$ cat src/rtl/pll_reset_seq.sv
// pll_reset_seq
//   Reset sequencer for the 200 MHz domain behind the 25->200 MHz PLL.
//   Holds the downstream reset asserted until the (synchronised) PLL lock
//   flag has been continuously high for STABLE_CYCLES clocks. It re-asserts
//   the reset when lock drops for DEGLITCH consecutive synchronised cycles
//   while running. Sticky loss-of-lock status is kept for the host.
//
//   Optional feature (macro PLL_RESET_SEQ_TIMEOUT_EN): a sticky lock_timeout
//   flag. It sets once TIMEOUT_CYCLES clocks have been spent outside RUN
//   without reaching RUN.
//
// Ports
//   clock         in   PLL output clock (200 MHz)
//   resetn        in   asynchronous active-low reset
//   locked        in   PLL lock flag, asynchronous to clock
//   clear_sticky  in   single-cycle pulse, clears lock_lost / loss_count
//                      (and lock_timeout when present)
//   rst_out_n     out  registered active-low reset for the downstream domain
//   lock_lost     out  sticky: at least one lock loss since last clear
//   loss_count    out  8-bit saturating count of lock losses
//   lock_timeout  out  sticky timeout flag (only with PLL_RESET_SEQ_TIMEOUT_EN)

module pll_reset_seq #(
  parameter int STABLE_CYCLES  = 1024,
  parameter int DEGLITCH       = 4,
  parameter int CNT_W          = 16
`ifdef PLL_RESET_SEQ_TIMEOUT_EN
  , parameter int TIMEOUT_CYCLES = 50000
`endif
) (
  input  logic       clock,
  input  logic       resetn,
  input  logic       locked,
  input  logic       clear_sticky,
  output logic       rst_out_n,
  output logic       lock_lost,
  output logic [7:0] loss_count
`ifdef PLL_RESET_SEQ_TIMEOUT_EN
  , output logic     lock_timeout
`endif
);

  // Glitch counter only needs to reach DEGLITCH-1.
  localparam int G_W = (DEGLITCH > 1) ? $clog2(DEGLITCH) : 1;

  typedef enum logic [1:0] {
    WAIT_LOCK = 2'd0,
    STABLE    = 2'd1,
    RUN       = 2'd2
  } state_t;

  state_t           state_reg, state_next;
  logic [CNT_W-1:0] cnt_reg, cnt_next;
  logic [G_W-1:0]   g_reg, g_next;
  logic             sync1_reg, lock_s_reg;
  logic             loss_event;
  logic             lock_lost_next;
  logic [7:0]       loss_count_next;

  // ---------------------------------------------------------------------------
  // Two-flop synchroniser for the asynchronous lock flag.
  // ---------------------------------------------------------------------------
  always_ff @(posedge clock or negedge resetn) begin
    if (!resetn) begin
      sync1_reg  <= 1'b0;
      lock_s_reg <= 1'b0;
    end else begin
      sync1_reg  <= locked;
      lock_s_reg <= sync1_reg;
    end
  end

  // ---------------------------------------------------------------------------
  // State / counter registers. rst_out_n is taken from the next state, so it
  // is a plain flop output that rises on the very edge that enters RUN.
  // ---------------------------------------------------------------------------
  always_ff @(posedge clock or negedge resetn) begin
    if (!resetn) begin
      state_reg  <= WAIT_LOCK;
      cnt_reg    <= '0;
      g_reg      <= '0;
      rst_out_n  <= 1'b0;
      lock_lost  <= 1'b0;
      loss_count <= 8'd0;
    end else begin
      state_reg  <= state_next;
      cnt_reg    <= cnt_next;
      g_reg      <= g_next;
      rst_out_n  <= (state_next == RUN);
      lock_lost  <= lock_lost_next;
      loss_count <= loss_count_next;
    end
  end

  // ---------------------------------------------------------------------------
  // Next-state logic.
  // ---------------------------------------------------------------------------
  always_comb begin
    state_next = state_reg;
    cnt_next   = cnt_reg;
    g_next     = '0;
    loss_event = 1'b0;

    case (state_reg)
      WAIT_LOCK: begin
        cnt_next = '0;
        if (lock_s_reg) begin
          state_next = STABLE;
        end
      end

      STABLE: begin
        if (!lock_s_reg) begin
          state_next = WAIT_LOCK;
          cnt_next   = '0;
        end else if (cnt_reg == CNT_W'(STABLE_CYCLES - 1)) begin
          state_next = RUN;
          cnt_next   = '0;
        end else begin
          cnt_next = cnt_reg + 1'b1;
        end
      end

      RUN: begin
        // Any high sample restarts the deglitch window; only an unbroken
        // run of DEGLITCH low samples counts as a real loss of lock.
        if (lock_s_reg) begin
          g_next = '0;
        end else if (g_reg == G_W'(DEGLITCH - 1)) begin
          state_next = WAIT_LOCK;
          loss_event = 1'b1;
          g_next     = '0;
        end else begin
          g_next = g_reg + 1'b1;
        end
      end

      default: begin
        state_next = WAIT_LOCK;
        cnt_next   = '0;
      end
    endcase
  end

  // ---------------------------------------------------------------------------
  // Sticky status. A loss event on the same edge as clear_sticky wins, so
  // the host never misses a loss that coincides with its clear.
  // ---------------------------------------------------------------------------
  always_comb begin
    lock_lost_next  = lock_lost;
    loss_count_next = loss_count;
    if (loss_event) begin
      lock_lost_next = 1'b1;
      if (clear_sticky) begin
        loss_count_next = 8'd1;
      end else if (loss_count != 8'hFF) begin
        loss_count_next = loss_count + 8'd1;
      end
    end else if (clear_sticky) begin
      lock_lost_next  = 1'b0;
      loss_count_next = 8'd0;
    end
  end

`ifdef PLL_RESET_SEQ_TIMEOUT_EN
  // ---------------------------------------------------------------------------
  // Lock timeout. The counter advances on every cycle spent outside RUN and
  // parks at TIMEOUT_CYCLES, so the flag is set exactly once per attempt and
  // a clear_sticky while still unlocked does not immediately re-set it.
  // ---------------------------------------------------------------------------
  logic [CNT_W-1:0] tcnt_reg, tcnt_next;
  logic             lock_timeout_next;

  always_comb begin
    tcnt_next         = tcnt_reg;
    lock_timeout_next = lock_timeout;

    if (state_next == RUN) begin
      tcnt_next = '0;
    end else if (tcnt_reg != CNT_W'(TIMEOUT_CYCLES)) begin
      tcnt_next = tcnt_reg + 1'b1;
    end

    if (state_reg != RUN && tcnt_reg == CNT_W'(TIMEOUT_CYCLES - 1)) begin
      lock_timeout_next = 1'b1;
    end else if (clear_sticky) begin
      lock_timeout_next = 1'b0;
    end
  end

  always_ff @(posedge clock or negedge resetn) begin
    if (!resetn) begin
      tcnt_reg     <= '0;
      lock_timeout <= 1'b0;
    end else begin
      tcnt_reg     <= tcnt_next;
      lock_timeout <= lock_timeout_next;
    end
  end
`endif

endmodule

$ cat config.mk
export PLATFORM = sky130hd
export DESIGN_NAME = pll_reset_seq
export DESIGN_NICKNAME = d
export VERILOG_FILES = /design/src/rtl/pll_reset_seq.sv
export SDC_FILE = /design/constraint.sdc
export NUM_CORES = 1
export LEC_CHECK = 0
export BUFFER_PORTS_ARGS = -buffer_cell sky130_fd_sc_hd__buf_2
export CAP_MARGIN = 40
export CELL_PAD_IN_SITES_DETAIL_PLACEMENT = 1
export CELL_PAD_IN_SITES_GLOBAL_PLACEMENT = 1
export CORE_MARGIN = 3
export CORE_UTILIZATION = 41
export CTS_CLUSTER_DIAMETER = 60
export DETAILED_ROUTE_END_ITERATION = 10
export PLACE_DENSITY = 0.77
export SYNTH_ARGS = -nofsm -noshare
export SYNTH_HDL_FRONTEND = slang
export SYNTH_SLANG_ARGS = --single-unit
$ cat constraint.sdc
create_clock -name clock -period 1.7 [get_ports clock]
set_input_delay 0.425 -clock clock [delete_from_list [all_inputs] [get_ports clock]]
set_output_delay 0.425 -clock clock [all_outputs]
set_load 0.02 [all_outputs]
Yosys cells after proc, flatten, opt, wreduce, memory -nomap -nowiden
Cells that the tools add are included.

$add $sub $neg: 3. Reductions and logical operators: 4. Equal/unequal tests: 6. Mux-type cells: 21.

Operators by type and width (count): two-way mux 16 bit (2); two-way mux 8 bit (4); one-hot mux 16 bit (2 select lines) (1); adder 16 x 1 -> 16 bit (second input constant) (1); == test 16 x 10 -> 1 bit (second input constant) (1); two-way mux 2 bit (8); adder 8 x 1 -> 8 bit (second input constant) (1); != test 8 bit (second input constant) (1); == test 2 bit (second input constant) (3); one-hot mux 2 bit (3 select lines) (1); two-way mux 1 bit (5); nonzero test 2 bit (2); adder 2 x 1 -> 2 bit (second input constant) (1); == test 2 x 1 -> 1 bit (second input constant) (1); logical NOT 2 bit (1); AND reduction 2 bit (1).

Output and inout port bits: 10. Word-level logic and storage cells: 42. Bits in registers: 32.

Depth between registers and ports, before layout
Gate-level depths: netlist of run 1.

Word-level depth: 6. Mapped depth: 6.

Worst setup path after synthesis of run 1
Ideal clock, no wire load.

Kind: reg2reg. Start point: register cnt_reg[0]. End point: register cnt_reg[14]. Stages on the path, launching flop included: 6. Arrival: 1.503 ns. Required time: 1.576 ns. Setup slack: 0.072 ns. Library setup time: 0.124 ns. Path through: dfrtp_1 -> ha_1 -> nand2_1 -> or4_2 -> nand3_1 -> nand3_1.

Word-level cells in the longest chain between the ends: 4. Elaborated cells on any way between the ends: 5.

Ends and longest elaborated chain: from (decl) (line 53) `logic [CNT_W-1:0] cnt_reg, cnt_next;`; from (signal assigned) (line 87) `cnt_reg <= cnt_next;`; adder 16 x 1 -> 16 bit / == test 16 x 10 -> 1 bit (equally long branches) (line 120, 116); two-way mux 16 bit (*) (line 116) `end else if (cnt_reg == CNT_W'(STABLE_CYCLES - 1)) begin`; two-way mux 16 bit (*) (line 113) `if (!lock_s_reg) begin`; one-hot mux 16 bit (2 select lines) (*) (line 104) `case (state_reg)`.

Mark *: on every way between the ends. The rest lies on a longest branch, timed or not. A chain may end at the register's enable or synchronous reset.

Worst setup path in the final report of run 1
Start point: register cnt_reg[1]. End point: register cnt_reg[14].

The elaborated chain is that of the path after synthesis.

==> flow_metrics.py, run 1 <==
metrics = {
    "status": {
        "status": "complete, no violations",
    },
    "timing": {
        "final-max-slew-violation-count": 0,
        "finClkSkew_ns": 0.00802,
        "fmax_ghz": 0.592,
        "fin_setup_tns_ns": 0,
        "setup_viol": 0,
        "hold_viol": 0,
        "tightestPinTransition_ns": 0.387,
        "slew_headroom_pct": 73.9,
        "finalCritPeriodShare_pct": 99.3,
        "post-route-worst-setup-slack_ns": 0.0118,
        "fin_crit_ns": 1.69,
    },
    "grt": {
        "grt_pass1_wl_um": 8440,
        "track_usage_pct": 21.4,
        "grt_max_degree": 22,
        "gr-total-overflow": 0,
        "antenna_found_initial": 0,
        "grt_pass1_vias": 1691,
    },
    "power_and_ir_drop": {
        "fin_total_pwr_mw": 1.65,
        "ir_worst_vdd_mv": 0.481,
        "p_per_area_mw_per_mm2": 774,
        "power.leakage_nw": 0.925,
    },
    "final_layout": {
        "final_util_pct": 56.1,
        "final_common_cell": "dfrtp_1",
        "layout_common_cells": "27 x dfrtp_1, 19 x buf_4, 14 x o21ai_0, 14 x nand2_1, 13 x buf_2",
        "syn2layout_area_growth_pct": 27.1,
        "largest_reg_flops": 16,
        "final_nets": 216,
        "n_antenna_cell": 0,
        "fillCellCount": 434,
        "drive_above_1_share_pct": 30.0,
        "final_area_mm2": 0.00213,
    },
    "floorplanning": {
        "fp.dieW_um": 69.9,
        "design.die.area_mm2": 0.00489,
        "row_count": 22,
        "pin_count": 14,
        "initial_core_util_pct": 44.1,
        "die_y_um": 69.9,
        "core-area_mm2": 0.00380,
    },
    "synth": {
        "synth_nets": 180,
        "synth-seq-area-share_pct": 47.8,
        "synth_top_area_share_pct": 47.8,
        "yosys.area.top_type": "dfrtp_1",
        "synthXorXnorAreaFrac_pct": 3.13,
        "syn_avg_cell_area_um2": 9.69,
        "synth_edf_count": 0,
        "ys_types": 46,
        "yosysWarningCount": 0,
        "ys_ff_latch": 32,
        "synth_cells": 173,
        "ys.flop_type": "dfrtp_1",
        "synth-simple-area-share_pct": 27.8,
        "synth_top_family_by_area": "simple AND/OR/NAND/NOR gates",
        "synth_fa_ha_area_share_pct": 2.24,
        "synth_compound_area_share_pct": 15.3,
        "synth_area_leaders": "dfrtp_1 48%, o21ai_0 4.2%, nand3_1 3.6%",
        "async_flop_share_pct": 100,
        "muxShareOfSynthArea_pct": 0.597,
        "netlist_area_mm2": 0.00168,
    },
    "clock_network": {
        "cts_tree": "yes",
        "clockBufferDepth": 2,
        "hold_buffers": 0,
        "cts_buffers": 5,
        "clock_latency_ns": 0.29,
        "cts_max_level": 2,
        "cts_root_buffer": "clkbuf_8",
        "clkSinkCount": 32,
        "clkTransAtPathRegs_ns": 0.07,
    },
    "worst_setup_path": {
        "crit_type": "flip-flop to flip-flop",
        "crit_arrival_ns": 1.86,
        "worstSetupStartpoint": "cnt_reg[1]",
        "worst_setup_path_end_kind": "flip-flop",
        "required_ns": 1.88,
        "cp-start-kind": "flip-flop",
        "critPathMaxFanout": 4,
        "r2r_start": "cnt_reg[1]",
    },
    "min_path": {
        "min_path_type": "input port to async pin",
    },
    "detailed_routing": {
        "drc_errors": 0,
        "drtIter0Drc": 105,
        "dr.pass1.iters": 4,
        "vias": 1575,
        "wire_per_inst_um": 20.5,
        "viasPerCell": 6.10,
        "postRouteAntennaNets": 0,
        "routed_wirelength_um": 5290,
    },
    "placement": {
        "place_area_mm2": 0.00187,
        "globalplace.congestion": 0.838,
        "dp_worst_setup_slack_ns": -0.0157,
        "port_buffers": 13,
        "place_hpwl_um": 3350,
    },
    "job": {
        "max-cap-violations": 0,
    },
}
-- cell usage after synthesis, types with 2 or more instances --
cell,n
nand2_1,15
nor3b_1,2
nand4_1,8
nor4_1,5
a211oi_1,3
inv_1,6
nand3b_1,2
or3_1,2
nor3_1,2
a22o_1,2
dfrtp_1,32
clkbuf_1,2
o21ai_0,14
or4_1,2
nor2_1,9
and3_1,4
ha_1,3
o211ai_1,2
nand3_1,12
and2_1,2
a21oi_1,7
xnor2_1,2
nand2b_1,3
a31oi_1,7
xor2_1,4
-- where the power goes --
| group | total [mW] | internal, mW | switching (mW) |
|---|---|---|---|
| clock | 0.810 | 0.517 | 0.293 |
| combinational | 0.0640 | 0.0231 | 0.0409 |
| sequential | 0.775 | 0.767 | 0.00820 |
| total | 1.65 | 1.31 | 0.342 |
-- stage by stage --
step / std cells / hold slack [ns]
floorplan: 173 / 0.129
finish: 258 / 0.0140
detailed placement: 241 / 0.337
global route: 258 / 0.0259
global placement: 241 / 0.334
CTS: 251 / 0.0262
-- logic make-up (layout without fill, tap and decap cells) --
kind of cell,after synthesis,in the layout
compound gates,41,41
xor+xnor,6,6
fa+ha+maj,3,3
buf+inv,11,48
flops,32,32
mux,1,1
simple gates,79,79
-- worst max-delay path, stage by stage (launching register included) --
cell and delay [ns]:
dfrtp_2 0.41, ha_4 0.15, nand2_1 0.11, or4_2 0.70
nand3_1 0.12, nand3_1 0.08
-- layer usage --
layer,share of wire [%],global-route usage [%],routed length (um),vias to the layer above
li1,-,-,-,720
met1,45,27.7,2400,817
met2,50,34.8,2670,29
met3,2.9,4.89,151,9
met4,1.4,7.87,72,0
met5,0,0,0,-
-- repair_timing --
action / CTS / global route
setup endpoints to repair: 13 / 19
pin swaps: 1 / 2
gates cloned: 0 / 0
resized for setup: 1 / 16
hold endpoints to repair: 0 / 0
setup buffers: 2 / 7
-- area by class of cell --
type / count / area, um2 / area share, %
Tap cell: 48 / 60.1 / 2.82
Clock inverter: 1 / 30.0 / 1.41
Timing Repair Buffer: 34 / 239 / 11.2
Sequential cell: 32 / 807 / 37.9
Inverter: 6 / 22.5 / 1.06
Clock buffer: 7 / 96.3 / 4.52
Multi-Input combinational cell: 130 / 876 / 41.1
-- path summary, 6_finish.rpt --
kind / depth (start not counted) / to / slack, ns
max: 5 / cnt_reg[14] / 0.01
min: 1 / cnt_reg[8] / 0.01
max reg2reg: 5 / cnt_reg[14] / 0.01
min reg2reg: 0 / lock_s_reg / 0.36
max in group asynchronous: 2 / cnt_reg[1] / 1.25
min in group clock: 1 / sync1_reg / 0.25
Power figures use the tool's default switching activity.
==> inputs of run 2 (changes only) <==
--- a/config.mk
+++ b/config.mk
@@ -13,7 +13,9 @@
 export CORE_UTILIZATION = 41
 export CTS_CLUSTER_DIAMETER = 60
 export DETAILED_ROUTE_END_ITERATION = 10
+export MAX_ROUTING_LAYER = met4
 export PLACE_DENSITY = 0.77
+export SETUP_SLACK_MARGIN = 0.4
 export SYNTH_ARGS = -nofsm -noshare
 export SYNTH_HDL_FRONTEND = slang
 export SYNTH_SLANG_ARGS = --single-unit
==> flow_metrics.py, run 2 (synthesized netlist as in run 1, its figures left out) <==
metrics = {
    "clock_network": {
        "clockBufferDepth": 2,
        "cts_root_buffer": "clkbuf_8",
        "cts_buffers": 5,
        "clkSinkCount": 32,
        "cts_max_level": 2,
        "clkTransAtPathRegs_ns": 0.09,
        "hold_buffers": 0,
        "clock_latency_ns": 0.32,
        "cts_tree": "yes",
    },
    "timing": {
        "slew_headroom_pct": 71.2,
        "setup_viol": 3,
        "tightestPinTransition_ns": 0.432,
        "whs_ns": 0.124,
        "fin_crit_ns": 1.78,
        "fmax_ghz": 0.562,
        "rsz0062_at_grt": "yes",
        "finClkSkew_ns": 0.0201,
        "hold_viol": 0,
        "post-route-worst-setup-slack_ns": -0.0794,
        "finalCritPeriodShare_pct": 105,
        "fin_setup_tns_ns": -0.134,
        "final-max-slew-violation-count": 0,
    },
    "worst_setup_path": {
        "slowest_delay_ns": 0.46,
        "required_ns": 1.88,
        "crit_arrival_ns": 1.96,
        "crit_type": "flip-flop to flip-flop",
        "crit_slowest_cell": "dfrtp_1",
        "critPathMaxFanout": 8,
        "cp_cell_sequence": "nor4bb_4 -> nand4_1 -> buf_6 -> a31oi_4 -> a21oi_1",
        "worst_setup_path_end_kind": "flip-flop",
        "cp-start-kind": "flip-flop",
    },
    "detailed_routing": {
        "drtIter0Drc": 212,
        "wl_met1_um": 3340,
        "met3WireLength_um": 607,
        "highest_layer": "met4",
        "drc_errors": 0,
        "postRouteAntennaNets": 0,
        "wire_per_inst_um": 29.1,
        "vias": 1980,
        "wl_met2_um": 4220,
        "viasPerCell": 6.64,
        "routed_wirelength_um": 8670,
        "dr.pass1.iters": 4,
    },
    "power_and_ir_drop": {
        "switching_share_pct": 23.2,
        "combPwrFrac_pct": 6.0,
        "p_per_area_mw_per_mm2": 606,
        "p_switching_mw": 0.401,
        "power.leakage_nw": 1.20,
        "fin_total_pwr_mw": 1.73,
        "p_int_mw": 1.33,
        "ir_worst_vdd_mv": 0.847,
        "p_seq_share_pct": 44.9,
        "p_clk_share_pct": 49.1,
    },
    "final_layout": {
        "layout_common_cells": "45 x buf_4, 22 x buf_6, 17 x dfrtp_1",
        "drive_above_1_share_pct": 59.2,
        "layoutNonFillerInstCount": 298,
        "final_common_cell": "buf_4",
        "largest_reg_flops": 16,
        "final_util_pct": 75.0,
        "n_antenna_cell": 0,
        "fillCellCount": 368,
        "syn2layout_area_growth_pct": 69.9,
        "final_area_mm2": 0.00285,
        "final_nets": 256,
    },
    "grt": {
        "grt_pass1_wl_um": 10600,
        "gr-total-overflow": 0,
        "grt_pass1_vias": 1964,
        "antenna_found_initial": 0,
        "track_usage_pct": 29.8,
        "grt_max_degree": 33,
    },
    "placement": {
        "globalplace.congestion": 0.860,
        "dp_worst_setup_slack_ns": 0.00254,
        "dp_cells": 243,
        "place_area_mm2": 0.00194,
        "place_hpwl_um": 3150,
        "port_buffers": 13,
    },
    "job": {
        "max-cap-violations": 0,
    },
    "floorplanning": {
        "initial_core_util_pct": 44.1,
        "row_count": 22,
        "design.die.area_mm2": 0.00489,
        "pin_count": 14,
        "die_y_um": 69.9,
        "fp.dieW_um": 69.9,
        "core-area_mm2": 0.00380,
    },
    "status": {
        "violations": "setup timing",
        "status": "complete, but fails checks",
    },
    "min_path": {
        "min_path_type": "input port to async pin",
    },
}
==> run 2: cell types whose count changed in the layout (fill, tap and decap cells not counted), moves of 5 or more <==
cell | previous run | this run
buf_4 | 19 | 45
buf_6 | 1 | 22
dfrtp_1 | 27 | 17
dfrtp_2 | 5 | 15
buf_2 | 13 | 5
o21ai_0 | 14 | 6
o21ai_2 | 0 | 7
a31oi_1 | 7 | 2
==> run 2: power groups by stage <==
stage / clock network [mW] / registers (mW) / logic [mW]
after floorplan: 0 / 0.787 / 0.0272
after global placement: 0 / 0.787 / 0.0569
after CTS: 0.821 / 0.773 / 0.0691
final: 0.847 / 0.776 / 0.104
after global routing: 0.862 / 0.777 / 0.109
after detailed placement: 0 / 0.788 / 0.0594
==> run 2: worst paths after layout <==
kind                                  start             to  slack, ns  cells after the start
min in group clock                   locked      sync1_reg       0.24                      1
max in group asynchronous            resetn  loss_count[1]       1.22                      2
worst min-delay path                 resetn  loss_count[7]       0.12                      2
worst max register to register  cnt_reg[15]     cnt_reg[7]      -0.08                      5
worst max-delay path            cnt_reg[15]     cnt_reg[7]      -0.08                      5
worst min register to register    sync1_reg     lock_s_reg       0.37                      0
==> run 2: critical path: cells and delay by family, from the launching register on <==
kind	cells	cell delay (ns)
AND/OR/NAND/NOR	2	0.62
flip-flops	1	0.46
AO/OA/AOI/OAI	2	0.32
buffers and inverters	1	0.24
==> run 2: routing by layer <==
| layer | global-route usage [%] | up-vias |
|---|---|---|
| li1 | - | 798 |
| met1 | 32.6 | 1018 |
| met2 | 48.5 | 116 |
| met3 | 6.91 | 48 |
| met4 | 19.4 | 0 |
| met5 | - | - |
==> run 2: layout make-up <==
cell class | instances | area, um2 | share of cell area (%)
multi-input combinational | 130 | 1170 | 41.2
sequential | 32 | 820 | 28.8
timing repair buffer | 74 | 646 | 22.7
clock buffer | 7 | 96.3 | 3.38
tap | 48 | 60.1 | 2.11
clock inverter | 1 | 30.0 | 1.05
inverter | 6 | 22.5 | 0.791
==> run 2: repair_timing <==
| action | 4_1_cts | 5_1_grt |
|---|---|---|
| setup endpoints to repair | 32 | 35 |
| pin swaps | 7 | 22 |
| resized for setup | 40 | 66 |
| setup buffers | 26 | 21 |
==> inputs of run 3 (changes only) <==
--- a/config.mk
+++ b/config.mk
@@ -5,16 +5,17 @@
 export SDC_FILE = /design/constraint.sdc
 export NUM_CORES = 1
 export LEC_CHECK = 0
+export ABC_AREA = 1
 export BUFFER_PORTS_ARGS = -buffer_cell sky130_fd_sc_hd__buf_2
 export CAP_MARGIN = 40
 export CELL_PAD_IN_SITES_DETAIL_PLACEMENT = 1
 export CELL_PAD_IN_SITES_GLOBAL_PLACEMENT = 1
 export CORE_MARGIN = 3
-export CORE_UTILIZATION = 41
+export CORE_UTILIZATION = 40
 export CTS_CLUSTER_DIAMETER = 60
 export DETAILED_ROUTE_END_ITERATION = 10
 export MAX_ROUTING_LAYER = met4
-export PLACE_DENSITY = 0.77
+export PLACE_DENSITY = 0.78
 export SETUP_SLACK_MARGIN = 0.4
 export SYNTH_ARGS = -nofsm -noshare
 export SYNTH_HDL_FRONTEND = slang
==> flow_metrics.py, run 3 <==
metrics = {
    "timing": {
        "post-route-worst-setup-slack_ns": 0.293,
        "rsz0062_at_grt": "yes",
        "whs_ns": 0.155,
        "slew_headroom_pct": 71.5,
        "setup_viol": 0,
        "hold_viol": 0,
        "final-max-slew-violation-count": 0,
        "fin_setup_tns_ns": 0,
        "fmax_ghz": 0.711,
        "fin_crit_ns": 1.41,
        "finClkSkew_ns": 0.0159,
        "finalCritPeriodShare_pct": 82.8,
        "tightestPinTransition_ns": 0.428,
    },
    "final_layout": {
        "largest_reg_flops": 16,
        "final_common_cell": "nand2_1",
        "final_nets": 295,
        "syn2layout_area_growth_pct": 38.6,
        "drive_above_1_share_pct": 42.9,
        "final_util_pct": 60.1,
        "n_antenna_cell": 0,
        "layout_common_cells": "63 x nand2_1, 35 x buf_4, 24 x dfrtp_1",
        "final_area_mm2": 0.00253,
    },
    "grt": {
        "grt_pass1_wl_um": 8490,
        "grt_max_degree": 33,
        "antenna_found_initial": 0,
        "track_usage_pct": 21.2,
        "gr-total-overflow": 0,
        "grt_pass1_vias": 1774,
    },
    "worst_setup_path": {
        "cp-start-kind": "flip-flop",
        "required_ns": 1.89,
        "worst_setup_path_end_kind": "flip-flop",
        "crit_type": "flip-flop to flip-flop",
        "critPathMaxFanout": 4,
        "crit_arrival_ns": 1.59,
    },
    "synth": {
        "synth_nets": 238,
        "async_flop_share_pct": 100,
        "netlist_area_mm2": 0.00182,
        "ys.flop_type": "dfrtp_1",
        "syn_avg_cell_area_um2": 7.89,
        "synth_area_leaders": "dfrtp_1 44%, nand2_1 15%, nor2_1 4.5%",
        "yosys.area.top_type": "dfrtp_1",
        "ys_ff_latch": 32,
        "yosysWarningCount": 0,
        "yosysMostFrequentCell": "nand2_1",
        "ys_types": 27,
        "synth_cells": 231,
        "synth_edf_count": 0,
        "synth-seq-area-share_pct": 43.9,
        "synth_common_cells": "73 x nand2_1, 32 x dfrtp_1, 22 x nor2_1",
        "synth_top_area_share_pct": 43.9,
    },
    "power_and_ir_drop": {
        "switching_share_pct": 25.2,
        "p_switching_mw": 0.385,
        "combPwrFrac_pct": 7.4,
        "p_clk_share_pct": 41.1,
        "p_seq_share_pct": 51.5,
        "power.leakage_nw": 1.19,
        "p_per_area_mw_per_mm2": 604,
        "p_int_mw": 1.14,
        "ir_worst_vdd_mv": 0.382,
    },
    "detailed_routing": {
        "wl_met1_um": 2390,
        "dr.pass1.iters": 4,
        "wl_met2_um": 3010,
        "drc_errors": 0,
        "drtIter0Drc": 106,
        "vias": 1795,
        "highest_layer": "met4",
        "viasPerCell": 5.29,
        "postRouteAntennaNets": 0,
        "routed_wirelength_um": 5660,
        "met3WireLength_um": 124,
        "wire_per_inst_um": 16.7,
    },
    "placement": {
        "port_buffers": 13,
        "place_area_mm2": 0.00199,
        "place_hpwl_um": 3400,
        "globalplace.congestion": 0.819,
        "dp_worst_setup_slack_ns": 0.0498,
    },
    "floorplanning": {
        "row_count": 23,
        "pin_count": 14,
        "initial_core_util_pct": 43.4,
        "die_y_um": 73.5,
        "design.die.area_mm2": 0.00540,
        "fp.dieW_um": 73.5,
        "core-area_mm2": 0.00420,
    },
    "clock_network": {
        "clockBufferDepth": 2,
        "cts_buffers": 5,
        "clkSinkCount": 32,
        "cts_tree": "yes",
        "cts_max_level": 2,
        "cts_root_buffer": "clkbuf_8",
        "hold_buffers": 0,
        "clock_latency_ns": 0.29,
        "clkTransAtPathRegs_ns": 0.08,
    },
    "status": {
        "status": "complete, no violations",
    },
    "job": {
        "max-cap-violations": 0,
    },
    "min_path": {
        "min_path_type": "input port to async pin",
    },
}
run 3: final timing paths:
path | start | endpoint | slack (ns) | depth (start not counted)
max | g_reg[0] | loss_count[2] | 0.29 | 9
min | resetn | cnt_reg[4] | 0.15 | 2
max reg2reg | g_reg[0] | loss_count[2] | 0.29 | 9
min reg2reg | sync1_reg | lock_s_reg | 0.38 | 0
max in group asynchronous | resetn | loss_count[1] | 1.20 | 2
min in group clock | locked | sync1_reg | 0.25 | 1
run 3: cells by family after synthesis:
logic type,Yosys count,synth area share [%]
fa+ha+maj,3,2.06
buf+inv,26,5.97
flops,32,43.9
simple gates,132,32.8
compound gates,30,11.4
xor+xnor,8,3.84
run 3: repair_timing:
action,4_1_cts,5_1_grt
pin swaps,6,15
endpoints found under the setup margin,34,34
gates resized for setup,26,42
setup buffers,17,19
run 3: stage by stage:
step | cells | total power [mW]
2_1_floorplan | 231 | 0.845
3_3_place_gp | 295 | 0.879
3_5_place_dp | 295 | 0.881
4_1_cts | 320 | 1.53
5_1_grt | 339 | 1.60
6_report | 339 | 1.53
run 3: final cells by class:
class	instances	area (um2)
sequential	32	811
clock inverter	1	7.51
inverter	24	97.6
tap	50	62.6
multi-input combinational	173	1050
clock buffer	7	86.3
fill	504	1680
timing repair buffer	52	410
run 3: power by group through the flow:
| stage | Sequential (mW) | Clock, mW | Combinational [mW] |
|---|---|---|---|
| 2_1_floorplan | 0.798 | 0 | 0.0472 |
| 3_3_place_gp | 0.800 | 0 | 0.0783 |
| 3_5_place_dp | 0.801 | 0 | 0.0802 |
| 4_1_cts | 0.786 | 0.639 | 0.102 |
| 5_1_grt | 0.788 | 0.686 | 0.125 |
| 6_report | 0.786 | 0.628 | 0.113 |
run 3: metal layers:
layer / global-route usage, % / vias up
met5: - / -
met4: 6.84 / 0
met3: 4.24 / 11
met2: 36.2 / 24
met1: 25.0 / 902
li1: - / 858
run 3: critical path, stage by stage (launching register included):
cell and delay [ns]:
dfrtp_1 0.37, ha_2 0.20, inv_2 0.04, nor2_2 0.09
nand2_2 0.10, buf_4 0.17, inv_4 0.07, nand2_2 0.07
o21ai_2 0.15, a21oi_2 0.04
